<file path="src/rtl/mm_wb_buffer_if.sv">
// Control, MXU-beat and RAM-write signals of the matrix-multiply writeback buffer.
// The slave modport is the buffer side; master is the job issuer / MXU / RAM side.
interface mm_wb_buffer_if #(
  parameter int unsigned DATA_W = 128,
  parameter int unsigned ADDR_W = 8
);
  logic              lsu_mm_wb_ctrl_vld;
  logic [3:0]        lsu_mm_wb_ctrl_row_len;
  logic [3:0]        lsu_mm_wb_ctrl_col_len;
  logic [ADDR_W-1:0] lsu_mm_wb_ctrl_start_addr;
  logic [15:0]       mxu_mm_wb_vld;
  logic [DATA_W-1:0] mxu_mm_wb_data;
  logic              lsu_mm_wb_mxu_rdy;
  logic              lsu_mm_wb_ram_write_vld;
  logic [ADDR_W-1:0] lsu_mm_wb_ram_write_addr;
  logic [DATA_W-1:0] lsu_mm_wb_ram_write_data;
  logic [15:0]       lsu_mm_wb_ram_write_mask;
  logic              lsu_mm_wb_ram_write_rdy;
  logic              lsu_mm_wb_busy;
  logic              lsu_mm_wb_done;

  modport master (
    output lsu_mm_wb_ctrl_vld, lsu_mm_wb_ctrl_row_len, lsu_mm_wb_ctrl_col_len,
    output lsu_mm_wb_ctrl_start_addr, mxu_mm_wb_vld, mxu_mm_wb_data, lsu_mm_wb_ram_write_rdy,
    input  lsu_mm_wb_mxu_rdy, lsu_mm_wb_ram_write_vld, lsu_mm_wb_ram_write_addr,
    input  lsu_mm_wb_ram_write_data, lsu_mm_wb_ram_write_mask, lsu_mm_wb_busy, lsu_mm_wb_done
  );

  modport slave (
    input  lsu_mm_wb_ctrl_vld, lsu_mm_wb_ctrl_row_len, lsu_mm_wb_ctrl_col_len,
    input  lsu_mm_wb_ctrl_start_addr, mxu_mm_wb_vld, mxu_mm_wb_data, lsu_mm_wb_ram_write_rdy,
    output lsu_mm_wb_mxu_rdy, lsu_mm_wb_ram_write_vld, lsu_mm_wb_ram_write_addr,
    output lsu_mm_wb_ram_write_data, lsu_mm_wb_ram_write_mask, lsu_mm_wb_busy, lsu_mm_wb_done
  );
endinterface

</file>
<file path="src/rtl/mm_wb_buffer.sv">
// Matrix-multiply writeback buffer: queues MXU result rows in a small FIFO and drains them
// as one masked LSU RAM write per row, starting at the job's start address.
module mm_wb_buffer #(
  parameter int unsigned DATA_W = 128,
  parameter int unsigned ADDR_W = 8,
  parameter int unsigned DEPTH  = 4
) (
  input logic           clk,
  input logic           rst,
  mm_wb_buffer_if.slave bus
);

  localparam int unsigned PtrW = $clog2(DEPTH);

  typedef enum logic [1:0] {StIdle, StRun, StDone} state_e;

  state_e            state_q, state_d;
  logic [3:0]        row_len_q, col_len_q;
  logic [ADDR_W-1:0] start_addr_q;
  logic [4:0]        acc_cnt_q;
  logic [3:0]        wr_cnt_q;
  logic [PtrW:0]     wr_ptr_q, rd_ptr_q;
  logic [DATA_W-1:0] mem_q [DEPTH];

  logic fifo_empty, fifo_full;
  logic start, push, pop, last_write;
  logic mxu_rdy, write_vld;
  logic [15:0] col_mask;

  // Extra pointer MSB distinguishes full from empty when the index bits match.
  assign fifo_empty = (wr_ptr_q == rd_ptr_q);
  assign fifo_full  = (wr_ptr_q[PtrW] != rd_ptr_q[PtrW]) &&
                      (wr_ptr_q[PtrW-1:0] == rd_ptr_q[PtrW-1:0]);

  assign start      = (state_q == StIdle) && bus.lsu_mm_wb_ctrl_vld;
  assign mxu_rdy    = (state_q == StRun) && !fifo_full && (acc_cnt_q <= {1'b0, row_len_q});
  assign write_vld  = (state_q == StRun) && !fifo_empty;
  assign push       = (|bus.mxu_mm_wb_vld) && mxu_rdy;
  assign pop        = write_vld && bus.lsu_mm_wb_ram_write_rdy;
  assign last_write = pop && (wr_cnt_q == row_len_q);

  always_comb begin
    col_mask = '0;
    for (int i = 0; i < 16; i++) begin
      col_mask[i] = (4'(i) <= col_len_q);
    end
  end

  always_comb begin
    state_d = state_q;
    unique case (state_q)
      StIdle:  if (bus.lsu_mm_wb_ctrl_vld) state_d = StRun;
      StRun:   if (last_write) state_d = StDone;
      StDone:  state_d = StIdle;
      default: state_d = StIdle;
    endcase
  end

  always_ff @(posedge clk) begin
    if (rst) begin
      state_q      <= StIdle;
      row_len_q    <= '0;
      col_len_q    <= '0;
      start_addr_q <= '0;
      acc_cnt_q    <= '0;
      wr_cnt_q     <= '0;
      wr_ptr_q     <= '0;
      rd_ptr_q     <= '0;
    end else begin
      state_q <= state_d;
      if (start) begin
        row_len_q    <= bus.lsu_mm_wb_ctrl_row_len;
        col_len_q    <= bus.lsu_mm_wb_ctrl_col_len;
        start_addr_q <= bus.lsu_mm_wb_ctrl_start_addr;
        acc_cnt_q    <= '0;
        wr_cnt_q     <= '0;
        wr_ptr_q     <= '0;
        rd_ptr_q     <= '0;
      end else begin
        if (push) begin
          wr_ptr_q  <= wr_ptr_q + 1'b1;
          acc_cnt_q <= acc_cnt_q + 1'b1;
        end
        if (pop) begin
          rd_ptr_q <= rd_ptr_q + 1'b1;
          wr_cnt_q <= wr_cnt_q + 1'b1;
        end
      end
    end
  end

  // Row storage needs no reset; only the pointers define what is valid.
  always_ff @(posedge clk) begin
    if (push) begin
      mem_q[wr_ptr_q[PtrW-1:0]] <= bus.mxu_mm_wb_data;
    end
  end

  assign bus.lsu_mm_wb_mxu_rdy        = mxu_rdy;
  assign bus.lsu_mm_wb_ram_write_vld  = write_vld;
  assign bus.lsu_mm_wb_ram_write_addr = write_vld ? start_addr_q + ADDR_W'(wr_cnt_q) : '0;
  assign bus.lsu_mm_wb_ram_write_data = write_vld ? mem_q[rd_ptr_q[PtrW-1:0]] : '0;
  assign bus.lsu_mm_wb_ram_write_mask = write_vld ? col_mask : '0;
  assign bus.lsu_mm_wb_busy           = (state_q == StRun);
  assign bus.lsu_mm_wb_done           = (state_q == StDone);

endmodule

</file>
<file path="src/flat_wrapper.sv">
// flat-port wrapper written by rule: the top's interface ports become plain ports
module mm_wb_buffer_flat 
#(
  parameter int unsigned DATA_W = 128,
  parameter int unsigned ADDR_W = 8,
  parameter int unsigned DEPTH  = 4
)
  (clk, rst, bus_lsu_mm_wb_ctrl_vld, bus_lsu_mm_wb_ctrl_row_len, bus_lsu_mm_wb_ctrl_col_len, bus_lsu_mm_wb_ctrl_start_addr, bus_mxu_mm_wb_vld, bus_mxu_mm_wb_data, bus_lsu_mm_wb_ram_write_rdy, bus_lsu_mm_wb_mxu_rdy, bus_lsu_mm_wb_ram_write_vld, bus_lsu_mm_wb_ram_write_addr, bus_lsu_mm_wb_ram_write_data, bus_lsu_mm_wb_ram_write_mask, bus_lsu_mm_wb_busy, bus_lsu_mm_wb_done);
  mm_wb_buffer_if #(.DATA_W(DATA_W), .ADDR_W(ADDR_W)) bus_i ();
  input logic clk;
  input logic rst;
  input wire logic [$bits(bus_i.lsu_mm_wb_ctrl_vld)-1:0] bus_lsu_mm_wb_ctrl_vld;
  input wire logic [$bits(bus_i.lsu_mm_wb_ctrl_row_len)-1:0] bus_lsu_mm_wb_ctrl_row_len;
  input wire logic [$bits(bus_i.lsu_mm_wb_ctrl_col_len)-1:0] bus_lsu_mm_wb_ctrl_col_len;
  input wire logic [$bits(bus_i.lsu_mm_wb_ctrl_start_addr)-1:0] bus_lsu_mm_wb_ctrl_start_addr;
  input wire logic [$bits(bus_i.mxu_mm_wb_vld)-1:0] bus_mxu_mm_wb_vld;
  input wire logic [$bits(bus_i.mxu_mm_wb_data)-1:0] bus_mxu_mm_wb_data;
  input wire logic [$bits(bus_i.lsu_mm_wb_ram_write_rdy)-1:0] bus_lsu_mm_wb_ram_write_rdy;
  output wire logic [$bits(bus_i.lsu_mm_wb_mxu_rdy)-1:0] bus_lsu_mm_wb_mxu_rdy;
  output wire logic [$bits(bus_i.lsu_mm_wb_ram_write_vld)-1:0] bus_lsu_mm_wb_ram_write_vld;
  output wire logic [$bits(bus_i.lsu_mm_wb_ram_write_addr)-1:0] bus_lsu_mm_wb_ram_write_addr;
  output wire logic [$bits(bus_i.lsu_mm_wb_ram_write_data)-1:0] bus_lsu_mm_wb_ram_write_data;
  output wire logic [$bits(bus_i.lsu_mm_wb_ram_write_mask)-1:0] bus_lsu_mm_wb_ram_write_mask;
  output wire logic [$bits(bus_i.lsu_mm_wb_busy)-1:0] bus_lsu_mm_wb_busy;
  output wire logic [$bits(bus_i.lsu_mm_wb_done)-1:0] bus_lsu_mm_wb_done;
  assign bus_i.lsu_mm_wb_ctrl_vld = bus_lsu_mm_wb_ctrl_vld;
  assign bus_i.lsu_mm_wb_ctrl_row_len = bus_lsu_mm_wb_ctrl_row_len;
  assign bus_i.lsu_mm_wb_ctrl_col_len = bus_lsu_mm_wb_ctrl_col_len;
  assign bus_i.lsu_mm_wb_ctrl_start_addr = bus_lsu_mm_wb_ctrl_start_addr;
  assign bus_i.mxu_mm_wb_vld = bus_mxu_mm_wb_vld;
  assign bus_i.mxu_mm_wb_data = bus_mxu_mm_wb_data;
  assign bus_i.lsu_mm_wb_ram_write_rdy = bus_lsu_mm_wb_ram_write_rdy;
  assign bus_lsu_mm_wb_mxu_rdy = bus_i.lsu_mm_wb_mxu_rdy;
  assign bus_lsu_mm_wb_ram_write_vld = bus_i.lsu_mm_wb_ram_write_vld;
  assign bus_lsu_mm_wb_ram_write_addr = bus_i.lsu_mm_wb_ram_write_addr;
  assign bus_lsu_mm_wb_ram_write_data = bus_i.lsu_mm_wb_ram_write_data;
  assign bus_lsu_mm_wb_ram_write_mask = bus_i.lsu_mm_wb_ram_write_mask;
  assign bus_lsu_mm_wb_busy = bus_i.lsu_mm_wb_busy;
  assign bus_lsu_mm_wb_done = bus_i.lsu_mm_wb_done;
  mm_wb_buffer #(.DATA_W(DATA_W), .ADDR_W(ADDR_W), .DEPTH(DEPTH)) u_core (.clk(clk), .rst(rst), .bus(bus_i));
endmodule
</file>
<file path="config.mk">
export PLATFORM = sky130hd
export DESIGN_NAME = mm_wb_buffer_flat
export DESIGN_NICKNAME = d
export VERILOG_FILES = /design/src/rtl/mm_wb_buffer_if.sv /design/src/rtl/mm_wb_buffer.sv /design/src/flat_wrapper.sv
export SDC_FILE = /design/constraint.sdc
export NUM_CORES = 1
export LEC_CHECK = 0
export ABC_AREA = 1
export BUFFER_PORTS_ARGS = -buffer_cell sky130_fd_sc_hd__buf_2
export CAP_MARGIN = 15
export CORE_MARGIN = 4
export CORE_UTILIZATION = 50
export CTS_CLUSTER_DIAMETER = 40
export DETAILED_ROUTE_END_ITERATION = 10
export PLACE_DENSITY_LB_ADDON = 0.2
export SLEW_MARGIN = 40
export SYNTH_ARGS = -nofsm -noshare
export SYNTH_HDL_FRONTEND = slang
export SYNTH_SLANG_ARGS = --single-unit
</file>
<file path="constraint.sdc">
create_clock -name clk -period 19.17 [get_ports clk]
set_input_delay 1.917 -clock clk [delete_from_list [all_inputs] [get_ports clk]]
set_output_delay 1.917 -clock clk [all_outputs]
set_load 0.01 [all_outputs]
</file>
Word-level counts from Yosys, hierarchy flattened
Memory sizes are Yosys's and may differ from the RTL's. A register that Yosys moved wholly into a read port is not among the register bits.
Index checks and enable logic that the tools add are counted.
{ "classes": {"eq_ne": 8, "n_shift": 0, "reduce_logical": 14, "n_addsub": 5, "muxes": 10, "n_lt_le_gt_ge": 17, "bitwise_logic": 0, "div": 0, "multipliers": 0} }
{ "op_table": {"columns": ["cell", "count"], "rows": [
  ["two-way mux 128 bit", 1],
  ["less-or-equal comparator 4 bit (first input constant)", 8],
  ["less-or-equal comparator 3 x 4 -> 1 bit (first input constant)", 4],
  ["two-way mux 16 bit", 1],
  ["OR reduction 16 bit", 1],
  ["adder 8 x 4 -> 8 bit", 1],
  ["less-or-equal comparator 1 x 4 -> 1 bit (first input constant)", 2],
  ["less-or-equal comparator 2 x 4 -> 1 bit (first input constant)", 2],
  ["logical AND 1 bit", 8],
  ["two-way mux 2 bit", 4],
  ["two-way mux 8 bit", 1],
  ["adder 3 x 1 -> 3 bit (second input constant)", 2],
  ["adder 5 x 1 -> 5 bit (second input constant)", 1],
  ["less-or-equal comparator 5 x 4 -> 1 bit", 1],
  ["adder 4 x 1 -> 4 bit (second input constant)", 1],
  ["== test 4 bit", 1],
  ["one-hot mux 2 bit (2 select lines)", 1],
  ["== test 3 bit", 1],
  ["== test 2 x 1 -> 1 bit (second input constant)", 1],
  ["== test 2 bit", 1],
  ["== test 2 bit (second input constant)", 1],
  ["logical NOT 1 bit", 2],
  ["logical NOT 2 bit", 1],
  ["two-way mux 1 bit", 2],
  ["5 further kinds", 5]
]} }
{ "word_totals": {"out_inout_bits": 156, "ram_bits": 512, "wordCells": 63, "regBits": 33, "input_bits": 164, "latch_bits": 0, "memories": 1, "romBits": 0} }
{ "memory_table": {"columns": ["memory", "depth", "word_bits", "read_ports", "rd_ports_with_merged_regs", "write_ports", "line", "rtl"], "rows": [
  ["u_core.mem_q", 4, 128, 1, 1, 1, "mm_wb_buffer.sv:23", "logic [DATA_W-1:0] mem_q [DEPTH];"]
]} }

Logic depth before layout (Yosys ltp)
{ "logic_depth": {"ltp_word": 8, "mapped_depth": 11} }

Worst setup path after synthesis
No wires, ideal clock.
{ "synth_path": {"kind": "input port to flip-flop", "start": "in bus_mxu_mm_wb_vld[15]", "end": "mem u_core.mem_q[0][0], enable pin", "n_path_buf": 1, "setup_time_ns": 0.619, "path_slack_ns": 10.739, "required_time_ns": 18.551, "path_stages": 7, "arrival_ns": 7.812, "cell_sequence": "nor2_1 > nand2_1 > nor2_1 > nand2_1 > nand3_4 > buf_6 > nor2_1"} }
{ "synth_via": {"elab_chain_len": 4} }
{ "synth_lines": {"columns": ["element", "line", "rtl"], "rows": [
  ["start, declared", "flat_wrapper.sv:16", "input wire logic [$bits(bus_i.mxu_mm_wb_vld)-1:0] bus_mxu_mm_wb_vld;"],
  ["OR reduction 16 bit", "mm_wb_buffer.sv:38", "assign push = (|bus.mxu_mm_wb_vld) && mxu_rdy;"],
  ["logical AND 1 bit", "mm_wb_buffer.sv:38", null],
  ["two-way mux 1 bit", "mm_wb_buffer.sv:94", "if (push) begin"],
  ["two-way mux 1 bit (not written as such)", "mm_wb_buffer.sv:95", "mem_q[wr_ptr_q[PtrW-1:0]] <= bus.mxu_mm_wb_data;"],
  ["end, declared", "mm_wb_buffer.sv:23", null]
]} }
No other way between the ends.

==> impl_metrics.toml <==
[cts]
cts_resized = 0
hold_buffers = 0
clk_latency_ns = 0.59
clkSlewWorstSetupHoldPaths_ns = 0.05
cts_sinks = 547
htreeDepth = 3
cts_buffers = 71
cts_tree = "built"
post_cts_buffers = 0
clock_tree.root_cell = "clkbuf_16"
clk_path_buf_depth = 3

[placed_design]
dp_hpwl_mm = 31.1
placed_area_um2 = 24300
port_buffers = 319
placed_cells = 2634
gp_congestion = 0.820
pre_cts_slack_ns = 13.91

[sta]
worst_pin_slew_ns = 0.835
slew-limit-headroom = 0.444
fmaxAchievable_mhz = 196
layout_min_cycle_time_ns = 5.09
grt_setup_unrepaired = "false"
setup_ws_ns = 14.08
whs_ns = 0.456
slew_viol_final = 0
finClkSkew_ns = 0.0116
final_hold_viol_count = 0
fin_tns_setup_ns = 0
finalSetupViolCount = 0
finalCritPeriodShare = 0.265

[pwr]
pwr-share-comb = 0.073
cellInternalPower_mw = 2.29
power_density_nw_per_um2 = 111
switchingPower_mw = 0.680
power_mw = 2.97
ir_drop_mv = 0.126
p_leak_nw = 9.91
clkPwrFrac = 0.462
power_frac_seq = 0.465
sw_frac_of_total = 0.229

[synth]
syn_area_um2 = 22300
synthMuxAreaShare = 0
seq_area_frac_synth = 0.721
synthAdderAreaFrac = 0.00932
yosysUniqueCellTypes = 34
synth_compound_area_frac = 0.115
post_synth_and_or_nand_nor_area_fraction = 0.115
synth_xor_area_frac = 0.00472
synthCells = 1812
synth_top_family_by_area = "simple AND/OR/NAND/NOR gates"
synth_warnings = 0
syn_nets = 1992
synth.avg_cell_area_um2 = 12.3
synth-seq-cells = 547

[floorplanning]
io_pins = 320
fp-row-count = 77
coreArea_um2 = 44100
fp.dieW_um = 219
die_h_um = 219
design.die.area_um2 = 48000
start_util = 0.505

[detailed_routing]
first_pass_iters = 5
wl_per_cell_um = 19.0
drcViolationCount = 0
drt_iter0_drc = 1189
drt-vias-per-instance = 5.28
wl_mm = 52.5
vias = 14600
drt.antenna.violating_nets = 0

[final_layout]
nNetsFinal = 2296
final_cells = 2768
stdcell_area_um2 = 26800
areaGrowthSynthToFinish_pct = 20.2
drive_gt1_frac = 0.263
final_util = 0.607

[setup_path]
reg2reg_from = "u_core.row_len_q[2]"
critPathLaunchType = "register"
regToRegSetupSlack_ns = 15.13
end_kind = "primary output"
rr_endpoint = "u_core.mem_q[0][14]"
cp_max_fo = 142
worstSetupPathType = "register to primary output"
worstPathRequired_ns = 17.25
cp.arrival_ns = 3.17
r2r_cells = 11

[global_routing]
grt_usage = 0.216
grt_max_degree = 143
antenna_found_initial = 16
overflow = 0
grt_pass1_vias = 14600
grt_pass1_wl_mm = 80.5

[worst_hold_path]
hold_class = "register to register"
worstHoldPathCells = 2
holdCritStartpoint = "u_core.start_addr_q[3]"
holdPathEnd = "u_core.start_addr_q[3]"

[status]
status = "finished, final reports clean"

[job]
drv_cap = 0
routing by layer:
metal  GRT usage  part of all wire
met5           0            0.0022
met4      0.0742             0.028
met2       0.356              0.49
met3      0.0541             0.072
met1       0.282              0.41
cells by family (layout without fill, tap and decap cells):
family | Yosys count | in the layout
and+or+nand+nor | 647 | 647
DFF | 547 | 547
AOI/OAI and AO/OA | 437 | 437
buffers and inverters | 153 | 511
adders and majority gates | 16 | 16
xor gates and xnor gates | 12 | 12
other | 0 | 6
layout by cell type, fill, tap and decap left out, drive strengths merged:
cell      Yosys  layout
a21oi       156     156
a31oi         2       2
and3          1       1
buf          63     337
bufinv        0      12
clkbuf       43      80
clkinv        1      21
clkinvlp      0       5
dfxtp        35      35
diode         0       6
edfxtp      512     512
fa            1       1
ha           15      15
inv          46      56
nand2        51      51
nand3        19      19
nand4         6       6
nor2        564     564
nor3          6       6
o21ai       277     277
o21bai        2       2
xnor2         7       7
xor2          5       5
sequential cells by signal, indices dropped and copies added (netlist names), named ones only:
name and count:
u_core.acc_cnt_q 5, u_core.col_len_q 4, u_core.mem_q 512, u_core.rd_ptr_q 3
u_core.row_len_q 4, u_core.start_addr_q 8, u_core.state_q 2, u_core.wr_cnt_q 4
u_core.wr_ptr_q 3
critical path: stages (launching register included):
cell     delay, ns
dfxtp_4       0.51
inv_6         0.57
buf_8         0.66
o21ai_0       0.25
a21oi_2       0.28
buf_2         0.19
synthesized netlist by cell type:
| master | n | area, um2 |
|---|---|---|
| nor3_1 | 5 | 25.0 |
| clkbuf_1 | 43 | 161 |
| xor2_1 | 5 | 43.8 |
| nor3_2 | 1 | 10.0 |
| nand2_2 | 1 | 6.26 |
| nor2_1 | 558 | 2090 |
| nand3_1 | 16 | 80.1 |
| edfxtp_1 | 512 | 15400 |
| nor2_2 | 2 | 12.5 |
| dfxtp_1 | 35 | 701 |
| nand2_4 | 1 | 11.3 |
| buf_4 | 14 | 105 |
| xnor2_1 | 7 | 61.3 |
| a31oi_1 | 2 | 12.5 |
| nand4_1 | 6 | 37.5 |
| buf_2 | 25 | 125 |
| a21oi_1 | 60 | 300 |
| nor2_8 | 1 | 20.0 |
| clkinv_1 | 1 | 3.75 |
| inv_2 | 6 | 22.5 |
| inv_1 | 40 | 150 |
| o21ai_1 | 8 | 40.0 |
| nor2_4 | 3 | 33.8 |
| and3_1 | 1 | 6.26 |
| o21ai_0 | 269 | 1350 |
| o21bai_1 | 2 | 15.0 |
| fa_1 | 1 | 20.0 |
| a21oi_2 | 96 | 841 |
| buf_6 | 17 | 191 |
| nand2_1 | 49 | 184 |
| nand3_2 | 2 | 20.0 |
| nand3_4 | 1 | 17.5 |
| buf_1 | 7 | 26.3 |
| ha_1 | 15 | 188 |
worst max path at each step:
stage | startpoint | endpoint | slack (ns) | depth (start not counted)
detailed placement | bus_mxu_mm_wb_vld[11] | u_core.mem_q[0][14] | 13.91 | 9
finish | register | bus_lsu_mm_wb_ram_write_data[28] | 14.08 | 5
global route | register | bus_lsu_mm_wb_ram_write_data[28] | 13.81 | 5
CTS | register | bus_lsu_mm_wb_ram_write_data[28] | 14.04 | 5
floorplan | bus_mxu_mm_wb_vld[15] | u_core.mem_q[0][0] | 10.74 | 7
global placement | bus_mxu_mm_wb_vld[11] | u_core.mem_q[0][6] | 13.95 | 9
power by group through the flow:
stage | sequential [mW] | combinational, mW | clock, mW
floorplan | 1.41 | 0.136 | 0
global placement | 1.41 | 0.211 | 0
detailed placement | 1.41 | 0.218 | 0
CTS | 1.38 | 0.219 | 1.39
global route | 1.39 | 0.243 | 1.45
finish | 1.38 | 0.216 | 1.37
cell type report:
type | instances | area, um2
Sequential cell | 547 | 16100
Antenna cell | 6 | 15.0
Multi-Input combinational cell | 1112 | 5470
Tap cell | 592 | 741
Inverter | 47 | 184
Clock buffer | 80 | 1830
Clock inverter | 47 | 643
Fill cell | 3555 | 17300
Timing Repair Buffer | 337 | 1830
Note: power is estimated with default switching activity, not from simulation.
